[config.mk]
export PLATFORM = sky130hd
export DESIGN_NAME = register_file_param
export DESIGN_NICKNAME = d
export VERILOG_FILES = /design/src/rtl/register_file_param.sv
export SDC_FILE = /design/constraint.sdc
export NUM_CORES = 2
export LEC_CHECK = 0
export CAP_MARGIN = 10
export CORE_ASPECT_RATIO = 1.2
export CORE_MARGIN = 8
export CORE_UTILIZATION = 35
export DETAILED_ROUTE_END_ITERATION = 6
export PLACE_DENSITY = 0.57
export SYNTH_ARGS = -nofsm -noshare
export SYNTH_HDL_FRONTEND = slang
export SYNTH_SLANG_ARGS = --single-unit
export TNS_END_PERCENT = 100
[constraint.sdc]
create_clock -name CLK -period 49.2 [get_ports CLK]
set_clock_uncertainty 0.05 [all_clocks]
set_input_delay 9.84 -clock CLK [delete_from_list [all_inputs] [get_ports CLK]]
set_output_delay 9.84 -clock CLK [all_outputs]
set_load 0.005 [all_outputs]
[src/rtl/register_file_param.sv]
// Parametrised register bank: one write port, two registered read ports with
// same-cycle write-to-read forwarding and an optional hardwired-zero register 0.
module register_file_param #(
   parameter int DATA_W   = 32,
   parameter int ADDR_W   = 5,
   parameter bit ZERO_REG = 1'b1
) (
   input  logic              CLK,
   input  logic              RESET,
   input  logic              WRITE,
   input  logic [ADDR_W-1:0] WR_ADDR,
   input  logic [DATA_W-1:0] WR_DATA,
   input  logic              READ,
   input  logic [ADDR_W-1:0] RD_ADDR1,
   input  logic [ADDR_W-1:0] RD_ADDR2,
   output logic [DATA_W-1:0] RD_DATA1,
   output logic [DATA_W-1:0] RD_DATA2,
   output logic              RD_VALID
);

   localparam int DEPTH = 1 << ADDR_W;

   logic [DATA_W-1:0] regs [DEPTH];
   logic              wr_eff;
   logic [DATA_W-1:0] rd_next1;
   logic [DATA_W-1:0] rd_next2;

   // A write to register 0 is dropped entirely when it is hardwired to zero,
   // so it can never reach storage or the bypass path.
   assign wr_eff = WRITE && !(ZERO_REG && (WR_ADDR == '0));

   always_ff @(posedge CLK or posedge RESET) begin
      if (RESET) begin
         for (int i = 0; i < DEPTH; i++) begin
            regs[i] <= '0;
         end
      end else if (wr_eff) begin
         regs[WR_ADDR] <= WR_DATA;
      end
   end

   always_comb begin
      rd_next1 = regs[RD_ADDR1];
      if (wr_eff && (RD_ADDR1 == WR_ADDR)) rd_next1 = WR_DATA;
      if (ZERO_REG && (RD_ADDR1 == '0))    rd_next1 = '0;
   end

   always_comb begin
      rd_next2 = regs[RD_ADDR2];
      if (wr_eff && (RD_ADDR2 == WR_ADDR)) rd_next2 = WR_DATA;
      if (ZERO_REG && (RD_ADDR2 == '0))    rd_next2 = '0;
   end

   // Read handshake: READ sampled high at edge N gives RD_VALID=1 and fresh
   // RD_DATA1/RD_DATA2 for exactly the cycle after edge N; there is no ready,
   // reads are never stalled, and data holds while READ is low.
   always_ff @(posedge CLK or posedge RESET) begin
      if (RESET) begin
         RD_DATA1 <= '0;
         RD_DATA2 <= '0;
         RD_VALID <= 1'b0;
      end else begin
         RD_VALID <= READ;
         if (READ) begin
            RD_DATA1 <= rd_next1;
            RD_DATA2 <= rd_next2;
         end
      end
   end

endmodule

### Word-level counts from Yosys, hierarchy flattened

Cells that the tools add are included.

* logic and storage cells: 65
* bits in registers: 1089
* bits of input ports: 51
* output and inout bits: 65

* reductions and logical operators: 8
* bitwise gates (word level): 3
* equality and inequality tests: 2
* $lt $le $gt $ge: 4
* mux-type cells: 13

Operator list (count)
* bitwise mux 1024 bit: 1
* binary-select mux 32 bit (select 5 bit): 2
* 2-to-1 mux 32 bit: 9
* demux 32 bit (select 5 bit): 1
* greater-or-equal comparator 6 bit, second input constant: 3
* NOT 5 -> 6 bit: 3
* logical NOT 5 bit: 3
* equality test 5 bit: 2
* < comparator 6 x 1 -> 1 bit, second input constant: 1
* logical AND 1 bit: 4
* logical NOT 1 bit: 1

### Longest topological paths before layout

* depth after elaboration: 6
* mapped depth: 9
* depth with buffers taken out: 4

### Least setup slack after synthesis

Ideal clock, no wire load.

* path type: input -> register
* start: input port RD_ADDR1[2]
* end: register RD_DATA1[0]
* library setup time: 142 ps
* arrival time: 11496 ps
* setup slack: 37511 ps
* stages: 7
* buffers on the path: 3
* required time: 49008 ps
* cell sequence: buf_2 -> buf_2 -> buf_1 -> mux4_2 -> mux4_2 -> inv_1 -> o221ai_1

* longest elaborated chain between the ends: 6
* elaborated cells between the ends (all ways): 9
* classes of those cells: eq/ne: 1; mux: 5; bitwise: 1; reduce/logical: 2

Ends and longest elaborated chain
* start, declared: RTL line 14 `input logic [ADDR_W-1:0] RD_ADDR1,`
* NOT 5 -> 6 bit (not written as such): RTL line 43 `rd_next1 = regs[RD_ADDR1];`
* binary-select mux 32 bit (select 5 bit): RTL line 43
* 2-to-1 mux 32 bit (not written as such) (2 in series): RTL line 43
* 2-to-1 mux 32 bit: RTL line 44 `if (wr_eff && (RD_ADDR1 == WR_ADDR)) rd_next1 = WR_DATA;`
* 2-to-1 mux 32 bit (*): RTL line 45 `if (ZERO_REG && (RD_ADDR1 == '0)) rd_next1 = '0;`
* end signal, assigned: RTL line 65 `RD_DATA1 <= rd_next1;`
* end, declared: RTL line 16 `output logic [DATA_W-1:0] RD_DATA1,`

Every way passes the cells marked *; elsewhere a longest branch is shown, timed or not. The select of a mux whose other input is x is not followed.
A chain may end at the register's enable or synchronous reset.

==> qor.yml <==
detailed_routing:
  drc: 0
  routedWlPerCell_microns: 31.2
  ant_nets: 0
  vias_per_cell: 6.00
  wl_microns: 179000
  route.vias.total: 34456
  drt-initial-drc-count: 3002
  first_pass_iters: 5
die:
  die_area_sq_um: 176000
  row_count: 162
  ios: 116
  initial_core_util: 0.352
  die_w_microns: 384
  core_sq_um: 162000
  die_h_microns: 458
timing:
  fmax_ghz: 0.0703
  tightest_slew_ns: 1.23
  holdWs_ns: 0.342
  final_hold_viol_count: 0
  period_share: 0.289
  final_max_slew_viol_count: 0
  fin_crit_ns: 14.22
  slew_headroom: 0.175
  timing.setup.tns_ns: 0
  finalSetupViolations: 0
  rsz0062_at_grt: "no"
worst_setup_path:
  cp.required_ns: 49.84
  worstPathArrival_ns: 14.86
  cp_common_cell: "buf_4"
  crit_slowest_cell: "buf_4"
  endpoint_kind: "async pin"
  cp_cell_sequence: "clkdlybuf4s50_1 > inv_8 > buf_4 > buf_4 > buf_4 > buf_12 > buf_4"
  cp-start-kind: "input pin"
  critical_path_class: "input pin to async pin"
  regToRegSetupSlack_ns: 47.33
  critPathMaxFanout: 168
  max_stage_delay_ns: 0.91
clock_tree:
  cts_hold_buf: 0
  cts.sink_count: 1089
  cts_root_buffer: "clkbuf_16"
  cts_tree: "built"
  cts_max_level: 3
  numCtsBuffers: 115
  ctsResizeCount: 0
  path_clk_slew_ns: 0.06
  clk_latency_ns: 0.73
  cts_max_path_buffers: 3
  post-cts-setup-buffer-count: 0
placement:
  place_area_sq_um: 59900
  dp_hpwl_microns: 98200
  io_buffer_count: 115
  gp_congestion: 0.757
hold_path:
  hold_class: "flip-flop to flip-flop"
synth:
  synth_cell_types: 35
  synthesis.area_sq_um: 57000
  ys_ff_latch: 1089
  seq_area_frac_synth: 0.478
  synth_fp_nets: 3668
  avgSynthCellArea_sq_um: 15.7
  syn_inst: 3617
  yosys_warnings: 0
status:
  outcome: "finished, final reports clean"
power_and_ir_drop:
  p_per_area_nw_per_um2: 41.6
  ir_drop_uv: 26.0
  p_leak_uw: 0.0268
cells_and_area:
  fillCellCount: 14782
  layout-area-overhead-vs-synth_pct: 12.4
  fin_area_sq_um: 64000
  final_nets: 3571
  drive_above_1_share: 0.530
  finalCoreUtilization: 0.395
run:
  drv_cap: 0
global_routing:
  grt_overflow_total: 0
  grt_usage: 0.202
  grt_max_degree: 176
  grt_antenna_before_repair: 8
  grt_pass1_vias: 36865
  grt_pass1_wl_microns: 264000
## registers in the layout, summed over array words and instances (netlist names)
name / flops
RD_DATA1: 32
RD_DATA2: 32
RD_VALID: 1
regs: 1024
## through the flow
stage                     setup slack (ns)  instances  power, uW
after floorplan                       8.65       3617       1580
after global placement               34.06       5530       1730
after detailed placement             34.01       5530       1750
after CTS                            34.79       5740       2680
after global routing                 34.22       5745       2780
final                                34.98       5747       2660
## cell usage in the layout (no fill, tap or decap), types with 5 or more instances in the layout
cell type,Yosys,final
a41oi_1,64,64
clkinv_2,0,24
xor2_1,10,10
buf_4,21,95
bufinv_16,0,14
mux2_2,991,991
clkdlybuf4s50_1,0,106
clkbuf_1,229,19
nor2b_1,68,64
inv_1,66,65
nor2_1,80,66
nand2_2,0,15
a22o_1,128,128
buf_8,0,5
clkbuf_8,0,30
dfrtp_1,1089,1089
nor2_4,0,14
clkbuf_16,0,116
mux4_2,576,576
o221ai_1,64,64
## layout make-up
type | count | area (sq um) | area share
Clock inverter | 45 | 619 | 0.00968
Inverter | 66 | 255 | 0.00399
Timing Repair Buffer | 214 | 2040 | 0.0319
Antenna cell | 2 | 5.00 | 0.0000782
Clock buffer | 165 | 3390 | 0.0529
Sequential cell | 1089 | 27300 | 0.426
Tap cell | 2132 | 2670 | 0.0417
Multi-Input combinational cell | 2034 | 27800 | 0.434
## synthesized netlist by cell type, drive strengths merged
library cell	count	area [sq um]
o21ai	2	10.0
buf	199	1030
or4	2	15.0
nand2	18	67.6
nand3	2	10.0
nor4	1	21.3
a211o	2	17.5
a41oi	64	561
nand3b	4	30.0
nand4b	3	26.3
inv	66	248
nor2	80	300
dfrtp	1089	27300
nor3	3	36.3
a2111oi	2	42.5
or2	1	6.26
and3	1	6.26
clkbuf	229	860
and2	2	12.5
a21o	2	15.0
mux4	576	13000
nor3b	4	30.0
nand4	1	6.26
mux2	992	11200
a22o	128	1120
nor2b	68	425
o21a	2	15.0
o221ai	64	561
xor2	10	87.6
## cell families (layout without fill, tap and decap cells)
kind of cell	Yosys count	in the layout	synth area share
buf+inv	494	490	0.0375
compound gates	266	266	0.0411
flops	1089	1089	0.478
other cells	0	2	0
simple gates	190	190	0.0174
xor+xnor	10	10	0.00154
mux	1568	1568	0.424
## critical path, delay by kind of cell
| kind | cells | cell delay (ns) |
|---|---|---|
| buffers and inverters | 7 | 4.73 |
## worst paths after layout
kind | start | to | depth (start not counted)
worst max-delay path | RESET | regs[79]$_DFFE_PP0P_ | 7
worst min-delay path | regs[1003]$_DFFE_PP0P_ | regs[1003]$_DFFE_PP0P_ | 0
worst max register to register | regs[783]$_DFFE_PP0P_ | RD_DATA2[15]$_DFFE_PP0P_ | 4
worst min register to register | regs[1003]$_DFFE_PP0P_ | regs[1003]$_DFFE_PP0P_ | 0
max in group CLK | RD_ADDR1[0] | RD_DATA1[6]$_DFFE_PP0P_ | 8
min in group asynchronous | RESET | regs[959]$_DFFE_PP0P_ | 2
## power by group
part           internal [uW]  switching [uW]
Combinational            334             206
Clock                    550             380
Sequential              1070             123
Total                   1950             709
## metal layers
metal  share of wire  GRT usage  wire length, microns
met1            0.43      0.276                 76400
met2            0.49      0.333                 87100
met3           0.056     0.0305                  9980
met4           0.031     0.0653                  5610
met5         0.00018          0                    33
No activity file was read; power rests on OpenSTA's default activity.
